[src/rtl/axi_seq_msg_master.sv]
// rtl/axi_seq_msg_master.sv - AXI-Lite master sequencer streaming boot/runtime byte messages to a UART TX slave
module axi_seq_msg_master #(
    parameter int           AW         = 32,
    parameter int           DW         = 32,
    parameter logic [31:0]  UART_BASE  = 32'h4000_0000,
    parameter logic [31:0]  TXDATA_OFS = 32'h0,
    parameter logic [31:0]  STATUS_OFS = 32'h4,
    parameter int           BUSY_BIT   = 0,
    parameter int           MSG_DEPTH  = 32,
    parameter int           PW         = $clog2(MSG_DEPTH),
    parameter bit           BOOT_EN    = 1'b1,
    parameter int           BOOT_LEN   = 6,
    parameter logic [127:0] BOOT_STR   = {80'h0, "HELLO\n"},
    parameter int           POLL_MAX   = 1024
) (
    input  logic              ACLK,
    input  logic              ARESET,
    input  logic              cfg_we,
    input  logic [PW-1:0]     cfg_addr,
    input  logic [7:0]        cfg_data,
    input  logic              start,
    input  logic [PW-1:0]     start_ptr,
    input  logic [PW:0]       start_len,
    output logic              busy,
    output logic              done,
    output logic              err,
    output logic [1:0]        err_code,
    output logic [PW:0]       sent_cnt,
    output logic [AW-1:0]     M_AWADDR,
    output logic              M_AWVALID,
    input  logic              M_AWREADY,
    output logic [DW-1:0]     M_WDATA,
    output logic [DW/8-1:0]   M_WSTRB,
    output logic              M_WVALID,
    input  logic              M_WREADY,
    input  logic [1:0]        M_BRESP,
    input  logic              M_BVALID,
    output logic              M_BREADY,
    output logic [AW-1:0]     M_ARADDR,
    output logic              M_ARVALID,
    input  logic              M_ARREADY,
    input  logic [DW-1:0]     M_RDATA,
    input  logic [1:0]        M_RRESP,
    input  logic              M_RVALID,
    output logic              M_RREADY
);
    localparam int IW  = (PW + 1 > 5) ? PW + 1 : 5;
    localparam int PCW = $clog2(POLL_MAX + 1);

    localparam logic [2:0] S_IDLE    = 3'd0;
    localparam logic [2:0] S_FETCH   = 3'd1;
    localparam logic [2:0] S_POLL_AR = 3'd2;
    localparam logic [2:0] S_POLL_R  = 3'd3;
    localparam logic [2:0] S_WR_AW_W = 3'd4;
    localparam logic [2:0] S_WR_B    = 3'd5;
    localparam logic [2:0] S_NEXT    = 3'd6;

    localparam logic [AW-1:0] STATUS_ADDR = AW'(UART_BASE + STATUS_OFS);
    localparam logic [AW-1:0] TX_ADDR     = AW'(UART_BASE + TXDATA_OFS);

    logic [2:0]     state;
    logic [7:0]     ram [MSG_DEPTH];
    logic [PW-1:0]  ptr_q;
    logic [IW-1:0]  idx_q;
    logic [IW-1:0]  len_q;
    logic [IW-1:0]  idx_inc;
    logic [PW-1:0]  ram_addr;
    logic           boot_pend;
    logic           boot_mode;
    logic [7:0]     byte_q;
    logic [7:0]     boot_byte;
    logic [PCW-1:0] poll_cnt;
    int             boot_sel;

    wire unused_rdata = ^M_RDATA;

    always_comb begin
        ram_addr = ptr_q + idx_q[PW-1:0];
        idx_inc  = idx_q + 1'b1;
        // First boot character lives in the MSBs of the used BOOT_LEN*8 bits
        boot_sel = BOOT_LEN - 1 - int'(idx_q[3:0]);
        if (boot_sel < 0) boot_sel = 0;
        boot_byte = BOOT_STR[boot_sel*8 +: 8];
    end

    always_ff @(posedge ACLK) begin
        if (cfg_we) ram[cfg_addr] <= cfg_data;
    end

    always_ff @(posedge ACLK or posedge ARESET) begin
        if (ARESET) begin
            state     <= S_IDLE;
            busy      <= 1'b0;
            done      <= 1'b0;
            err       <= 1'b0;
            err_code  <= 2'b00;
            sent_cnt  <= '0;
            ptr_q     <= '0;
            idx_q     <= '0;
            len_q     <= '0;
            boot_pend <= BOOT_EN;
            boot_mode <= 1'b0;
            byte_q    <= '0;
            poll_cnt  <= '0;
            M_AWADDR  <= '0;
            M_AWVALID <= 1'b0;
            M_WDATA   <= '0;
            M_WSTRB   <= '0;
            M_WVALID  <= 1'b0;
            M_BREADY  <= 1'b0;
            M_ARADDR  <= '0;
            M_ARVALID <= 1'b0;
            M_RREADY  <= 1'b0;
        end else begin
            done <= 1'b0;
            case (state)
                S_IDLE: begin
                    if (boot_pend) begin
                        boot_pend <= 1'b0;
                        boot_mode <= 1'b1;
                        ptr_q     <= '0;
                        idx_q     <= '0;
                        len_q     <= IW'(BOOT_LEN);
                        err       <= 1'b0;
                        err_code  <= 2'b00;
                        sent_cnt  <= '0;
                        busy      <= 1'b1;
                        state     <= S_FETCH;
                    end else if (start) begin
                        boot_mode <= 1'b0;
                        ptr_q     <= start_ptr;
                        idx_q     <= '0;
                        len_q     <= IW'(start_len);
                        err       <= 1'b0;
                        err_code  <= 2'b00;
                        sent_cnt  <= '0;
                        if (start_len == '0) begin
                            done <= 1'b1;
                        end else begin
                            busy  <= 1'b1;
                            state <= S_FETCH;
                        end
                    end
                end
                S_FETCH: begin
                    byte_q    <= boot_mode ? boot_byte : ram[ram_addr];
                    M_ARADDR  <= STATUS_ADDR;
                    M_ARVALID <= 1'b1;
                    state     <= S_POLL_AR;
                end
                S_POLL_AR: begin
                    if (M_ARREADY) begin
                        M_ARVALID <= 1'b0;
                        M_RREADY  <= 1'b1;
                        state     <= S_POLL_R;
                    end
                end
                S_POLL_R: begin
                    if (M_RVALID) begin
                        M_RREADY <= 1'b0;
                        if (M_RRESP != 2'b00) begin
                            err       <= 1'b1;
                            err_code  <= 2'b10;
                            busy      <= 1'b0;
                            boot_mode <= 1'b0;
                            poll_cnt  <= '0;
                            state     <= S_IDLE;
                        end else if (M_RDATA[BUSY_BIT]) begin
                            if (poll_cnt == PCW'(POLL_MAX - 1)) begin
                                err       <= 1'b1;
                                err_code  <= 2'b01;
                                busy      <= 1'b0;
                                boot_mode <= 1'b0;
                                poll_cnt  <= '0;
                                state     <= S_IDLE;
                            end else begin
                                poll_cnt  <= poll_cnt + 1'b1;
                                M_ARVALID <= 1'b1;
                                state     <= S_POLL_AR;
                            end
                        end else begin
                            poll_cnt  <= '0;
                            M_AWADDR  <= TX_ADDR;
                            M_AWVALID <= 1'b1;
                            M_WDATA   <= DW'(byte_q);
                            M_WSTRB   <= (DW/8)'(1);
                            M_WVALID  <= 1'b1;
                            state     <= S_WR_AW_W;
                        end
                    end
                end
                S_WR_AW_W: begin
                    // AW and W retire independently; move on once neither is still pending
                    if (M_AWREADY) M_AWVALID <= 1'b0;
                    if (M_WREADY)  M_WVALID  <= 1'b0;
                    if ((!M_AWVALID || M_AWREADY) && (!M_WVALID || M_WREADY)) begin
                        M_BREADY <= 1'b1;
                        state    <= S_WR_B;
                    end
                end
                S_WR_B: begin
                    if (M_BVALID) begin
                        M_BREADY <= 1'b0;
                        if (M_BRESP != 2'b00) begin
                            err       <= 1'b1;
                            err_code  <= 2'b11;
                            busy      <= 1'b0;
                            boot_mode <= 1'b0;
                            state     <= S_IDLE;
                        end else begin
                            sent_cnt <= sent_cnt + 1'b1;
                            state    <= S_NEXT;
                        end
                    end
                end
                S_NEXT: begin
                    idx_q <= idx_inc;
                    if (idx_inc == len_q) begin
                        done      <= 1'b1;
                        busy      <= 1'b0;
                        boot_mode <= 1'b0;
                        state     <= S_IDLE;
                    end else begin
                        state <= S_FETCH;
                    end
                end
                default: state <= S_IDLE;
            endcase
        end
    end
endmodule

[config.mk]
export PLATFORM = sky130hd
export DESIGN_NAME = axi_seq_msg_master
export DESIGN_NICKNAME = d
export VERILOG_FILES = /design/src/rtl/axi_seq_msg_master.sv
export SDC_FILE = /design/constraint.sdc
export NUM_CORES = 1
export LEC_CHECK = 0
export ABC_AREA = 0
export CORE_MARGIN = 1.5
export CORE_UTILIZATION = 55
export DETAILED_ROUTE_END_ITERATION = 6
export GPL_TIMING_DRIVEN = 0
export HOLD_SLACK_MARGIN = 0.05
export PLACE_DENSITY = 0.8
export SYNTH_ARGS = -nofsm -noshare
export SYNTH_HDL_FRONTEND = slang
export SYNTH_SLANG_ARGS = --single-unit
[constraint.sdc]
create_clock -name ACLK -period 5.5 [get_ports ACLK]
set_clock_uncertainty 0.15 [all_clocks]
set_input_delay 1.1 -clock ACLK [delete_from_list [all_inputs] [get_ports ACLK]]
set_output_delay 1.1 -clock ACLK [all_outputs]
set_load 0.01 [all_outputs]
# Word-level counts from Yosys, hierarchy flattened
# Memory sizes are Yosys's and may differ from the RTL's.
# Cells that the tools add are included.
[totals]
out_inout_bits = 116
reg_bits = 67
ramBits = 256
mem_count = 1
elab_cells = 173
[op_classes]
n_eq_ne = 25
n_reduce_logical = 32
bitwise = 2
add_sub_neg = 5
magnitude_cmp = 1
shifts = 1
muxes = 85
[memory_table]
columns = ["name", "depth", "width", "read_ports", "rd_clocked_by_memory_dff", "write_ports", "line", "rtl"]
rows = [
  ["ram", 32, 8, 1, 0, 1, "62", "logic [7:0] ram [MSG_DEPTH];"],
]
[op_table]
columns = ["operator", "n"]
rows = [
  ["variable part select 128 x 32 -> 8 bit, first input constant", 1],
  ["two-way mux 1 bit", 40],
  ["two-way mux 6 bit", 6],
  ["two-way mux 11 bit", 3],
  ["two-way mux 3 bit", 10],
  ["two-way mux 29 bit", 1],
  ["!= test 2 bit, second input constant", 13],
  ["case mux 6 bit (2 select lines)", 2],
  ["case mux 3 bit (7 select lines)", 1],
  ["two-way mux 2 bit", 9],
  ["nonzero test 2 bit", 8],
  ["adder 6 x 1 -> 6 bit, second input constant", 2],
  ["!= test 3 bit, second input constant", 4],
  ["AND reduction 6 bit", 2],
  ["adder 11 x 1 -> 11 bit, second input constant", 1],
  ["equality test 11 x 10 -> 1 bit, second input constant", 1],
  ["two-way mux 5 bit", 2],
  ["case mux 1 bit (2 select lines)", 5],
  ["AND reduction 5 bit", 2],
  ["equality test 3 bit, second input constant", 3],
  ["AND reduction 9 bit", 1],
  ["two-way mux 8 bit", 1],
  ["case mux 1 bit (4 select lines)", 2],
  ["AND reduction 4 bit", 2],
  ["other kinds (20)", 29],
]

# Longest topological paths before layout
# Gate-level depths: netlist of run 1.
[logic_depth]
word_depth = 6
depth_mapped = 9
mapped_depth_nobuf = 8

# Least setup slack after synthesis of run 1
# No wires, ideal clock.
[synth_timing]
path_type = "flip-flop to flip-flop"
from = "register idx_q[0]"
to = "register byte_q[1]"
setup_ns = 0.136
slack_ns = 2.740
stages_incl_launch_ff = 10
arrival_ns = 2.475
period_less_slack_ns = 2.760
path_buffers = 2
path_cell_list = "dfrtp_1 -> ha_1 -> fa_1 -> buf_2 -> buf_1 -> mux4_2 -> mux2i_1 -> mux2i_1 -> a221oi_1 -> o21ai_0"
[synth_via]
elab_chain_cells = 5
word_cells_on_any_way = 7
[synth_rtl]
columns = ["item", "line", "rtl"]
rows = [
  ["start, declared", "64", "logic [IW-1:0] idx_q;"],
  ["start signal, assigned", "217", "idx_q <= idx_inc;"],
  ["subtractor 3 x 4 -> 5 bit", "81", "boot_sel = BOOT_LEN - 1 - int'(idx_q[3:0]);"],
  ["< comparator 5 x 1 -> 1 bit", "82", "if (boot_sel < 0) boot_sel = 0;"],
  ["two-way mux 29 bit", "82", ""],
  ["variable part select 128 x 32 -> 8 bit", "83", "boot_byte = BOOT_STR[boot_sel*8 +: 8];"],
  ["two-way mux 8 bit *", "146", "byte_q <= boot_mode ? boot_byte : ram[ram_addr];"],
  ["end signal, assigned", "146", ""],
  ["end, declared", "70", "logic [7:0] byte_q;"],
]
# Mark *: on every way between the ends. The rest lies on a longest branch, timed or not.
# A chain may end at the register's enable or synchronous reset.

# Worst setup path after layout of run 1
# Ends and elaborated chain as after synthesis.

==> impl_metrics.yaml, run 1 <==
outcome:
  status: "completed"
synth:
  synth_seq_cells: 323
  syn_inst: 925
  ys_top_cells_by_count: "edfxtp_1, buf_4, nand2_1"
  ys.flop_type: "edfxtp_1"
  synth_top_area_cell: "edfxtp_1"
  syn_avg_cell_area_um2: 15.41
  yosysWarnings: 0
  ys_top_cells_by_area: "edfxtp_1, dfrtp_1, mux4_2"
  synth.distinct_cells: 67
  post-synth-top-count-cell: "edfxtp_1"
  yosysSeqAreaShare: 0.6571
  yosysTopAreaCellShare: 0.5394
  syn_area_um2: 14250
  synth_edf_count: 256
  synthArstFlopShare: 0.2074
critical_path:
  cp_max_fo: 10
  critPathKind: "reg2reg"
  arrival_ps: 4000
  crit_path_end_kind: "flop"
  cp-start-kind: "flop"
  crit_required_ps: 5780
drt:
  vias: 8283
  drt_iter0_markers: 834
  wl_per_cell_um: 20.29
  dr.pass1.iters: 6
  drt_wl_total_mm: 29.66
  vias_per_cell: 5.666
  ant_nets: 0
  drc: 0
global_routing:
  grt_pass1_vias: 8209
  grt_util_met2: 0.3899
  grt_pass1_wl_mm: 45.08
  grt_max_degree: 68
  antenna_found_initial: 0
  grt_overflow: 0
  grt.busiest_layer: "met2"
  grt_util_met3: 0.03586
  track_usage: 0.2234
  grtUsageMet1: 0.2857
pwr:
  ir_worst_vdd_v: 0.0003245
  p_leak_uw: 0.006179
  powerDensity_nw_per_um2: 477.4
sta:
  setup-violations-final: 0
  finalHoldViolations: 0
  relSlewSlack: 0.1487
  fmax_mhz: 269.0
  worst_pin_slew_ps: 1273
  rsz0062_at_grt: "false"
  tns_ps: 0
  worst_slack_ps: 1782
  worst_hold_slack_ps: 332.3
  final_max_slew_viol_count: 0
  min_period_ps: 3718
  fin_crit_sh: 0.6760
floorplan:
  rows: 58
  initial_core_util: 0.5627
  dieArea_um2: 26890
  core_um2: 25330
  io_pins: 185
  die_y_um: 164.0
  die_w_um: 164.0
clocking:
  path_clk_slew_ps: 60
  cts-root-buf: "clkbuf_16"
  clock_sinks: 323
  cts_buffer_depth: 3
  cts_tree: "built"
  clk_latency_ps: 580
  htree_levels: 1
  numCtsBuffers: 31
  cts_resized: 0
  cts_hold_buf: 0
  post_cts.repair.setup_buffers: 0
place:
  pre_cts_ws_ps: 1864
  post-dp-hpwl_mm: 19.95
  place_congestion: 0.8498
  portBuffers: 65
layout:
  nets: 1189
  syn_to_final_growth_pct: 16.62
  layout-drive-gt1-share: 0.2253
  fill_cells: 1792
  multi_input_area_um2: 4315
  num_antenna_cells: 0
  layout.area.seq_um2: 9365
  post-route-util: 0.6563
run:
  cap_violations: 0
min_path:
  hold_path_class: "reg2reg"
==> layout by cell type (no fill, tap or decap), drive strengths merged, types with 10 or more instances in the layout <==
cell type and count:
nand3b 18, mux2i 27, o21ai 44, buf 117
edfxtp 256, clkdlybuf4s50 65, mux2 10, nor2 65
xnor2 12, clkinv 14, clkbuf 47, conb 88
dfrtp 66, mux4 65, a21oi 18, nand2 77
nand3 18
==> per-layer routing <==
| metal | up-vias | part of all wire |
|---|---|---|
| met5 | - | 0 |
| met4 | 0 | 0.031 |
| met3 | 76 | 0.076 |
| met2 | 398 | 0.50 |
| met1 | 4090 | 0.39 |
| li1 | 3719 | - |
==> sequential cells by signal, summed over array words and instances (netlist names), 2 cells and up <==
signal    count
ram         256
poll_cnt     11
M_WDATA       8
byte_q        8
idx_q         6
len_q         6
sent_cnt      6
ptr_q         5
state         3
err_code      2
==> kinds of logic after synthesis <==
family	Yosys count	synth area share
flops	323	0.6571
simple gates	226	0.07725
buf+inv	134	0.06303
compound gates	109	0.05092
mux	102	0.1298
xor+xnor	20	0.01229
fa+ha+maj	10	0.009306
other cells	1	0.0002631
==> report_power, final <==
part,leakage (uW),internal (uW),switching [uW]
clock network,0.000483,1170,885
logic,0.00253,1380,1570
registers,0.00317,2820,112
==> stage by stage <==
stage / cells / power [uW] / instance area (um2)
after floorplan: 1012 / 5026 / 14580
after global placement: 1407 / 5830 / 15640
final: 1462 / 7935 / 16620
after CTS: 1462 / 7959 / 16620
after global routing: 1462 / 8282 / 16620
after detailed placement: 1407 / 5904 / 15650
==> worst max-delay path, cell delays in order, from the launching register on <==
cell,delay (ps)
dfrtp_1,400
ha_1,220
fa_1,480
buf_2,310
buf_1,790
mux4_2,430
mux2i_1,200
mux2i_1,180
a221oi_1,280
o21ai_0,130
==> area by class of cell <==
class,count,share of cell area
clock inverters,19,0.01092
repair buffers,65,0.03914
flip-flops and latches,323,0.5635
well taps,330,0.02484
clock buffers,36,0.04780
inverters,6,0.001506
multi-input cells,555,0.2596
plain buffers,128,0.05270
==> worst paths after layout <==
path	startpoint	to	slack, ps	cells past startpoint
min in group asynchronous	ARESET	poll_cnt[8]	910	2
hold reg to reg	ptr_q[0]	ptr_q[0]	330	2
max in group asynchronous	ARESET	idx_q[3]	3750	2
hold / removal	ptr_q[0]	ptr_q[0]	330	2
setup reg to reg	idx_q[0]	byte_q[1]	1780	9
setup / recovery	idx_q[0]	byte_q[1]	1780	9
(Power assumes the default switching activity.)
==> inputs of run 2 (changes only) <==
- clock period: 5.5 -> 3.9 ns (I/O delays scaled with it)
==> results of run 2 <==
Same layout as run 1 (identical final DEF). Status: completed.
Main changes from that run: setup slack after placement 1864 ps -> 263.7 ps; setup slack after layout 1782 ps -> 182.0 ps; register-to-register setup slack 1780 ps -> 180 ps; total power 7935 uW -> 11190 uW; worst IR drop on VDD 0.0003245 V -> 0.0004577 V
